**src/rtl/codec_pkg.sv**
```systemverilog
// Shared widths, counter constants and the stereo sample payload for the codec transmitter.
package codec_pkg;

    localparam int unsigned CNT_W     = 10;
    localparam int unsigned SMPL_W    = 16;
    localparam int unsigned SLOT_BITS = 32;
    localparam int unsigned PAD_W     = SLOT_BITS - SMPL_W - 1;

    localparam logic [CNT_W-1:0] RST_CNT   = 10'h200;
    localparam logic [CNT_W-1:0] CNT_LAST  = 10'h3FF;
    localparam logic [CNT_W-1:0] HALF_LAST = 10'h1FF;

    typedef struct packed {
        logic [SMPL_W-1:0] lft;
        logic [SMPL_W-1:0] rht;
    } stereo_t;

    // I2S slot image: one-bit delay, sample MSB first, zero padding.
    function automatic logic [SLOT_BITS-1:0] slot_word(input logic [SMPL_W-1:0] s);
        return {1'b0, s, {PAD_W{1'b0}}};
    endfunction

endpackage

```
**src/rtl/codec_tx_if.sv**
```systemverilog
// Sample-pair valid/ready bus between the producer and the codec transmitter.
interface codec_tx_if;
    import codec_pkg::*;

    logic [SMPL_W-1:0] lft_smpl;
    logic [SMPL_W-1:0] rht_smpl;
    logic              smpl_vld;
    logic              smpl_rdy;

    modport master (output lft_smpl, output rht_smpl, output smpl_vld, input smpl_rdy);
    modport slave  (input lft_smpl, input rht_smpl, input smpl_vld, output smpl_rdy);

endinterface

```
**src/rtl/i2s_shift.sv**
```systemverilog
// 32-bit load/shift register; serial output is the MSB, zero fill from the bottom.
module i2s_shift
    import codec_pkg::*;
(
    input  logic                 clk,
    input  logic                 rst_n,
    input  logic                 load_i,
    input  logic                 shift_i,
    input  logic [SLOT_BITS-1:0] load_val_i,
    output logic                 sdo_o
);

    logic [SLOT_BITS-1:0] sr_q;
    logic [SLOT_BITS-1:0] sr_d;

    // Load wins over shift so a slot start never loses its new word.
    always_comb begin
        sr_d = sr_q;
        if (load_i) begin
            sr_d = load_val_i;
        end else if (shift_i) begin
            sr_d = {sr_q[SLOT_BITS-2:0], 1'b0};
        end
    end

    // Shift register state.
    always_ff @(posedge clk or negedge rst_n) begin
        if (!rst_n) begin
            sr_q <= '0;
        end else begin
            sr_q <= sr_d;
        end
    end

    assign sdo_o = sr_q[SLOT_BITS-1];

endmodule

```
**src/rtl/codec_tx.sv**
```systemverilog
// I2S stereo transmitter: clock divider, one-pair holding buffer and serializer.
module codec_tx
    import codec_pkg::*;
(
    input  logic       clk,
    input  logic       rst_n,
    codec_tx_if.slave  smpl_if,
    output logic       MCLK,
    output logic       SCLK,
    output logic       LRCLK,
    output logic       SDin,
    output logic       frm_start,
    output logic       underrun
);

    logic [CNT_W-1:0]     cnt_q;
    logic [CNT_W-1:0]     cnt_d;
    stereo_t              buf_q;
    stereo_t              buf_d;
    logic                 full_q;
    logic                 full_d;
    logic [SMPL_W-1:0]    rht_q;
    logic [SMPL_W-1:0]    rht_d;
    logic                 rdy_q;
    logic                 rdy_d;
    logic                 frm_q;
    logic                 und_q;

    logic                 frame_start_c;
    logic                 half_start_c;
    logic                 bit_edge_c;
    logic                 accept_c;
    logic                 sr_load_c;
    logic [SLOT_BITS-1:0] sr_val_c;

    // Events are decoded on the cycle before the counter edge they name.
    assign frame_start_c = (cnt_q == CNT_LAST);
    assign half_start_c  = (cnt_q == HALF_LAST);
    assign bit_edge_c    = &cnt_q[3:0];
    assign accept_c      = smpl_if.smpl_vld & rdy_q;

    // Next-state for counter, buffer, latched right word and ready.
    always_comb begin
        cnt_d     = cnt_q + CNT_W'(1);
        buf_d     = buf_q;
        full_d    = full_q;
        rht_d     = rht_q;
        sr_load_c = 1'b0;
        sr_val_c  = '0;
        if (frame_start_c) begin
            sr_load_c = 1'b1;
            if (full_q) begin
                sr_val_c = slot_word(buf_q.lft);
                rht_d    = buf_q.rht;
                full_d   = 1'b0;
            end else begin
                rht_d    = '0;
            end
        end else if (half_start_c) begin
            sr_load_c = 1'b1;
            sr_val_c  = slot_word(rht_q);
        end
        // A refill on the transfer cycle overrides the clear above.
        if (accept_c) begin
            buf_d.lft = smpl_if.lft_smpl;
            buf_d.rht = smpl_if.rht_smpl;
            full_d    = 1'b1;
        end
        // Ready is precomputed so it is a flop: not full, or a transfer is due.
        rdy_d = ~full_d | (cnt_d == CNT_LAST);
    end

    // Control and status registers.
    always_ff @(posedge clk or negedge rst_n) begin
        if (!rst_n) begin
            cnt_q  <= RST_CNT;
            buf_q  <= '0;
            full_q <= 1'b0;
            rht_q  <= '0;
            rdy_q  <= 1'b1;
            frm_q  <= 1'b0;
            und_q  <= 1'b0;
        end else begin
            cnt_q  <= cnt_d;
            buf_q  <= buf_d;
            full_q <= full_d;
            rht_q  <= rht_d;
            rdy_q  <= rdy_d;
            frm_q  <= frame_start_c;
            und_q  <= frame_start_c & ~full_q;
        end
    end

    i2s_shift u_shift (
        .clk        (clk),
        .rst_n      (rst_n),
        .load_i     (sr_load_c),
        .shift_i    (bit_edge_c),
        .load_val_i (sr_val_c),
        .sdo_o      (SDin)
    );

    assign MCLK             = cnt_q[1];
    assign SCLK             = cnt_q[3];
    assign LRCLK            = cnt_q[CNT_W-1];
    assign frm_start        = frm_q;
    assign underrun         = und_q;
    assign smpl_if.smpl_rdy = rdy_q;

endmodule
```
**src/flat_wrapper.sv**
```systemverilog
// flat-port wrapper written by rule: the top's interface ports become plain ports
module codec_tx_flat import codec_pkg::*;
  (clk, rst_n, MCLK, SCLK, LRCLK, SDin, frm_start, underrun, smpl_if_lft_smpl, smpl_if_rht_smpl, smpl_if_smpl_vld, smpl_if_smpl_rdy);
  codec_tx_if smpl_if_i ();
  input  logic clk;
  input  logic rst_n;
  output logic MCLK;
  output logic SCLK;
  output logic LRCLK;
  output logic SDin;
  output logic frm_start;
  output logic underrun;
  input wire logic [$bits(smpl_if_i.lft_smpl)-1:0] smpl_if_lft_smpl;
  input wire logic [$bits(smpl_if_i.rht_smpl)-1:0] smpl_if_rht_smpl;
  input wire logic [$bits(smpl_if_i.smpl_vld)-1:0] smpl_if_smpl_vld;
  output wire logic [$bits(smpl_if_i.smpl_rdy)-1:0] smpl_if_smpl_rdy;
  assign smpl_if_i.lft_smpl = smpl_if_lft_smpl;
  assign smpl_if_i.rht_smpl = smpl_if_rht_smpl;
  assign smpl_if_i.smpl_vld = smpl_if_smpl_vld;
  assign smpl_if_smpl_rdy = smpl_if_i.smpl_rdy;
  codec_tx u_core (.clk(clk), .rst_n(rst_n), .smpl_if(smpl_if_i), .MCLK(MCLK), .SCLK(SCLK), .LRCLK(LRCLK), .SDin(SDin), .frm_start(frm_start), .underrun(underrun));
endmodule
```
**config.mk**
```make
export PLATFORM = sky130hd
export DESIGN_NAME = codec_tx_flat
export DESIGN_NICKNAME = d
export VERILOG_FILES = /design/src/rtl/codec_pkg.sv /design/src/rtl/codec_tx_if.sv /design/src/rtl/i2s_shift.sv /design/src/rtl/codec_tx.sv /design/src/flat_wrapper.sv
export SDC_FILE = /design/constraint.sdc
export NUM_CORES = 1
export LEC_CHECK = 0
export CAP_MARGIN = 15
export CORE_MARGIN = 3
export CORE_UTILIZATION = 30
export DETAILED_ROUTE_END_ITERATION = 8
export PLACE_DENSITY = 0.58
export RECOVER_POWER = 100
export SYNTH_ARGS = -nofsm -noshare
export SYNTH_HDL_FRONTEND = slang
export SYNTH_HIERARCHICAL = 1
export SYNTH_SLANG_ARGS = --single-unit
export TNS_END_PERCENT = 1
```
**constraint.sdc**
```tcl
create_clock -name clk -period 2.4 [get_ports clk]
set_input_delay 0.48 -clock clk [delete_from_list [all_inputs] [get_ports clk]]
set_output_delay 0.48 -clock clk [all_outputs]
set_load 0.005 [all_outputs]
```
Word-level counts from Yosys, hierarchy flattened
Index checks and enable logic that the tools add are counted.

storage, ports and cells
  register bits = 94
  word-level logic and storage cells = 30
  output and inout port bits = 7
  input port bits = 35

cells by class
  bitwise logic cells = 5
  equal/unequal tests = 3
  reduce and logical (&&, ||, !) cells = 2
  $add $sub $neg = 1
  muxes and demuxes = 10

operator list
  cell                   number
  $mux 32                3
  $mux 31                2
  $eq 10x10->1 const B   2
  $mux 16                1
  $add 10x1->10 const B  1
  $eq 10x9->1 const B    1
  $mux 1                 4
  $reduce_and 4->1       1
  $and 1x1->1            2
  $not 1->1              2
  $reduce_bool 2->1      1
  $or 1x1->1             1

Logic depth before layout (Yosys ltp)
  depth after elaboration = 5
  depth in mapped cells = 9
  gate-level depth less buffers = 7

Hierarchy
Netlist, hierarchy kept.

by module, submodules not included
  module     cells an instance  area each (µm²)  seq. area each (µm²)  instances
  codec_tx   218                2677.6           1554.0                1
  i2s_shift  139                1512.7           800.8                 1

Worst setup path after synthesis
No wires, ideal clock.

  path kind = reg2reg
  start point = register u_core.cnt_q[1]
  end point = register u_core.u_shift.sr_q[29]
  data arrival time = 1.752 ns
  data required time = 2.317 ns
  path slack = 0.565 ns
  buffers on the path = 2
  stages on the path, launching flop included = 10
  period minus slack after synthesis = 1.835 ns
  library setup time = 0.083 ns
  path through = dfrtp_1 > ha_1 > nand4_2 > or3_1 > buf_6 > nor2_8 > buf_8 > a22o_2 > nand2_1 > o21ai_0

between the ends
  word-level cells in the longest chain between the ends = 4
  elaborated cells on any way between the ends = 9
  classes of those cells = 2 x eq/ne; 5 x mux; 2 x reduce/logical

ends and longest elaborated chain
  element                        RTL line         source
  start: declaration             codec_tx.sv:16   logic [CNT_W-1:0] cnt_q;
  start signal: assignment       codec_tx.sv:84   cnt_q <= cnt_d;
  $eq 10x9->1                    codec_tx.sv:38   assign half_start_c = (cnt_q == HALF_LAST);
  $mux 31                        codec_tx.sv:59   end else if (half_start_c) begin
  $mux 32 *                      codec_tx.sv:50   if (frame_start_c) begin
  named net u_core.sr_val_c[29]  codec_tx.sv:34   logic [SLOT_BITS-1:0] sr_val_c;
  $mux 32 *                      i2s_shift.sv:19  if (load_i) begin
  end signal: assignment         i2s_shift.sv:31  sr_q <= sr_d;
  end: declaration               i2s_shift.sv:13  logic [SLOT_BITS-1:0] sr_q;

Mark *: on every way through the listed nets, which the timed path passes. The rest lies on a longest branch.
A chain may end at the register's enable or synchronous reset.

Final worst setup path
  start point = register u_core.cnt_q[1]
  end point = register u_core.u_shift.sr_q[23]

Same word-level chain as after synthesis.

==> flow_summary.json <==
{
  "min_path_type": "primary input to async pin",
  "boundaryPins": 42,
  "synth_compound_area_share_pct": 10.4,
  "rsz0062_at_grt": "false",
  "synth_fa_ha_area_share_pct": 0.597,
  "path_class": "flop to flop",
  "rows": 42,
  "synth-seq-area-share_pct": 56.2,
  "routedWlPerCell_um": 13.2,
  "yosysTopAreaCell": "dfrtp_1",
  "synthXorXnorAreaFrac_pct": 2.09,
  "post_cts_buffers": 0,
  "cp.required_ns": 2.65,
  "die_area_um2": 15400,
  "synth_simple_gate_area_share_pct": 9.61,
  "start_util_pct": 31.1,
  "htreeDepth": 3,
  "synth_area_um2": 4190,
  "grt_max_degree": 46,
  "ant_nets": 0,
  "leakage_nw": 2.13,
  "status": "finished, final reports clean",
  "die_y_um": 124,
  "ys_types": 39,
  "drive_above_1_share_pct": 18.2,
  "hold_buffers": 0,
  "ff_latch_area_um2": 2350,
  "firstDrtPassIters": 4,
  "area_growth_pct": 22.1,
  "fin_nets": 449,
  "finalClockSkew_ns": 0.00660,
  "cts_max_path_buffers": 2,
  "hold_viol": 0,
  "syn_inst": 357,
  "cp.arrival_ns": 2.41,
  "coreArea_um2": 13500,
  "maxCapViolCount": 0,
  "fin_crit_sh_pct": 90.2,
  "grtUsageTotal_pct": 11.2,
  "grt_pass1_wl_um": 13600,
  "postSynthAreaPerCell_um2": 11.7,
  "vias_per_cell": 4.47,
  "clk_pin_slew_ns": 0.06,
  "hold_ws_ns": 0.348,
  "r2r_setup_slack_ns": 0.23,
  "relSlewSlack_pct": 25.6,
  "multiInputGateArea_um2": 1680,
  "setup_viol": 0,
  "globalplace.congestion": 0.751,
  "vias": 2649,
  "num_antenna_cells": 0,
  "ff2ff_path_depth": 7,
  "cts_tree": "done",
  "synth_top_area_share_pct": 54.9,
  "wl_um": 7800,
  "synth_warnings": 6,
  "root_buffer": "clkbuf_16",
  "worst_slew_pin_slew_ns": 1.12,
  "power.density_nw_per_um2": 745,
  "max_clock_freq_mhz": 462,
  "die_width_um": 124,
  "ctsResizeCount": 0,
  "remaining_drc_errors": 0,
  "period_needed_ns": 2.17,
  "drtIter0Drc": 137,
  "grt.overflow.total": 0,
  "antenna_found_initial": 0,
  "grt_pass1_vias": 2709,
  "cts_buffers": 9,
  "fill_cells": 1362,
  "drv_slew": 0,
  "vdd_drop_max_mv": 0.444,
  "worst-path-max-fanout": 16,
  "synthTopCellsByArea": "dfrtp_1 55%, mux2_2 8.6%, mux2i_1 7.4%",
  "critPathCaptureType": "flop",
  "synth_top_family_by_area": "multiplexers",
  "final.setup.tns_ns": 0,
  "muxShareOfSynthArea_pct": 16.0,
  "ys_ff_latch": 94,
  "place_hpwl_um": 5400,
  "clkLatencyLatePin_ns": 0.34,
  "cts.sinks": 94,
  "cp-start-kind": "flop",
  "io_buffers": 41
}
flip-flops by register name, summed over array words and instances (netlist names):
name                     count
u_core/buf_q                32
u_core/u_shift/sr_q         32
u_core/rht_q                16
u_core/cnt_q                10
u_core/frm_start             1
u_core/full_q                1
u_core/smpl_if.smpl_rdy      1
u_core/underrun              1
power by group:
part,internal (mW),switching [mW],leakage (nW),total (mW)
logic,0.219,0.119,0.829,0.338
registers,1.79,0.133,1.14,1.92
clock network,0.929,0.627,0.162,1.56
synthesized netlist by cell type:
cell type / instances
a21boi_0: 1
a22o_1: 6
a22o_2: 10
a41o_1: 1
and3_1: 1
and4_1: 2
buf_1: 3
buf_12: 3
buf_2: 7
buf_4: 1
buf_6: 3
buf_8: 1
clkbuf_1: 4
clkbuf_2: 2
conb_1: 1
dfrtp_1: 92
dfstp_2: 2
ha_1: 2
inv_1: 6
mux2_2: 32
mux2i_1: 31
nand2_1: 69
nand2b_1: 2
nand3_1: 2
nand4_1: 1
nand4_2: 2
nor2_1: 3
nor2_8: 1
nor3_1: 1
nor3_2: 1
o21ai_0: 19
o21ai_1: 28
o21ai_2: 2
o22ai_1: 2
or2_2: 1
or2b_1: 1
or3_1: 1
xnor2_1: 6
xor2_1: 4
final cells by class:
| class | instances | area share [%] |
|---|---|---|
| flip-flops and latches | 94 | 46.0 |
| multi-input cells | 248 | 32.7 |
| repair buffers | 53 | 10.0 |
| clock buffers | 9 | 4.40 |
| well taps | 176 | 4.30 |
| clock inverters | 7 | 2.08 |
| inverters | 6 | 0.440 |
final timing paths:
path / end / start
min reg2reg: u_core/rht_q[7]$_DFFE_PN0P_ / u_core/rht_q[7]$_DFFE_PN0P_
min: u_core/buf_q[22]$_DFFE_PN0P_ / rst_n
max reg2reg: u_core/u_shift/sr_q[23]$_DFFE_PN0P_ / u_core/cnt_q[1]$_DFF_PN0_
max: u_core/u_shift/sr_q[23]$_DFFE_PN0P_ / u_core/cnt_q[1]$_DFF_PN0_
min in group clk: u_core/rht_q[7]$_DFFE_PN0P_ / u_core/rht_q[7]$_DFFE_PN0P_
max in group asynchronous: u_core/cnt_q[0]$_DFF_PN0_ / rst_n
metal layers:
| metal | vias up | part of all wire, % | global-route usage (%) | routed length [um] |
|---|---|---|---|---|
| met1 | 1276 | 48 | 15.2 | 3770 |
| met4 | 0 | 1.5 | 4.45 | 116 |
| met3 | 7 | 3.0 | 2.50 | 236 |
| li1 | 1330 | - | - | - |
| met5 | - | 0 | 0 | 0 |
| met2 | 36 | 47 | 17.6 | 3680 |
cell families after synthesis:
group	count (synthesis)
flip-flops	94
AND/OR/NAND/NOR	88
AO/OA/AOI/OAI	69
multiplexers	63
buffers and inverters	30
XOR/XNOR	10
adder cells (fa/ha/maj)	2
other	1
cells in the final DEF, fill, tap and decap left out, types with 3 or more instances in the layout:
| cell type | instances |
|---|---|
| dfrtp_1 | 92 |
| nand2_1 | 69 |
| o21ai_0 | 44 |
| clkdlybuf4s50_1 | 33 |
| mux2_2 | 32 |
| mux2i_1 | 31 |
| conb_1 | 16 |
| a22o_2 | 10 |
| clkbuf_16 | 9 |
| dlygate4sd3_1 | 7 |
| buf_4 | 7 |
| inv_1 | 6 |
| a22o_1 | 6 |
| xnor2_1 | 6 |
| o21ai_1 | 5 |
| xor2_1 | 4 |
| clkinv_4 | 3 |
| clkbuf_2 | 3 |
worst max-delay path, cell delays in order, from the launching register on:
cell     delay, ns
dfrtp_1       0.41
ha_1          0.27
nand4_1       0.23
or3_1         0.57
nor2_8        0.27
a22o_2        0.18
nand2_1       0.05
o21ai_0       0.08
metrics by stage:
step | area (um^2) | setup slack [ns] | cells | total power [mW] | utilization (%)
2_1_floorplan | 4250 | 0.565 | 372 | 2.12 | -
3_3_place_gp | 4840 | 0.363 | 577 | 2.29 | 35.9
4_1_cts | 5170 | 0.294 | 593 | 3.89 | 38.4
3_5_place_dp | 4840 | 0.310 | 577 | 2.31 | 35.9
6_report | 5120 | 0.234 | 593 | 3.81 | 38.0
5_1_grt | 5120 | 0.0640 | 593 | 4.01 | 38.0
No activity file was read; power rests on OpenSTA's default activity.
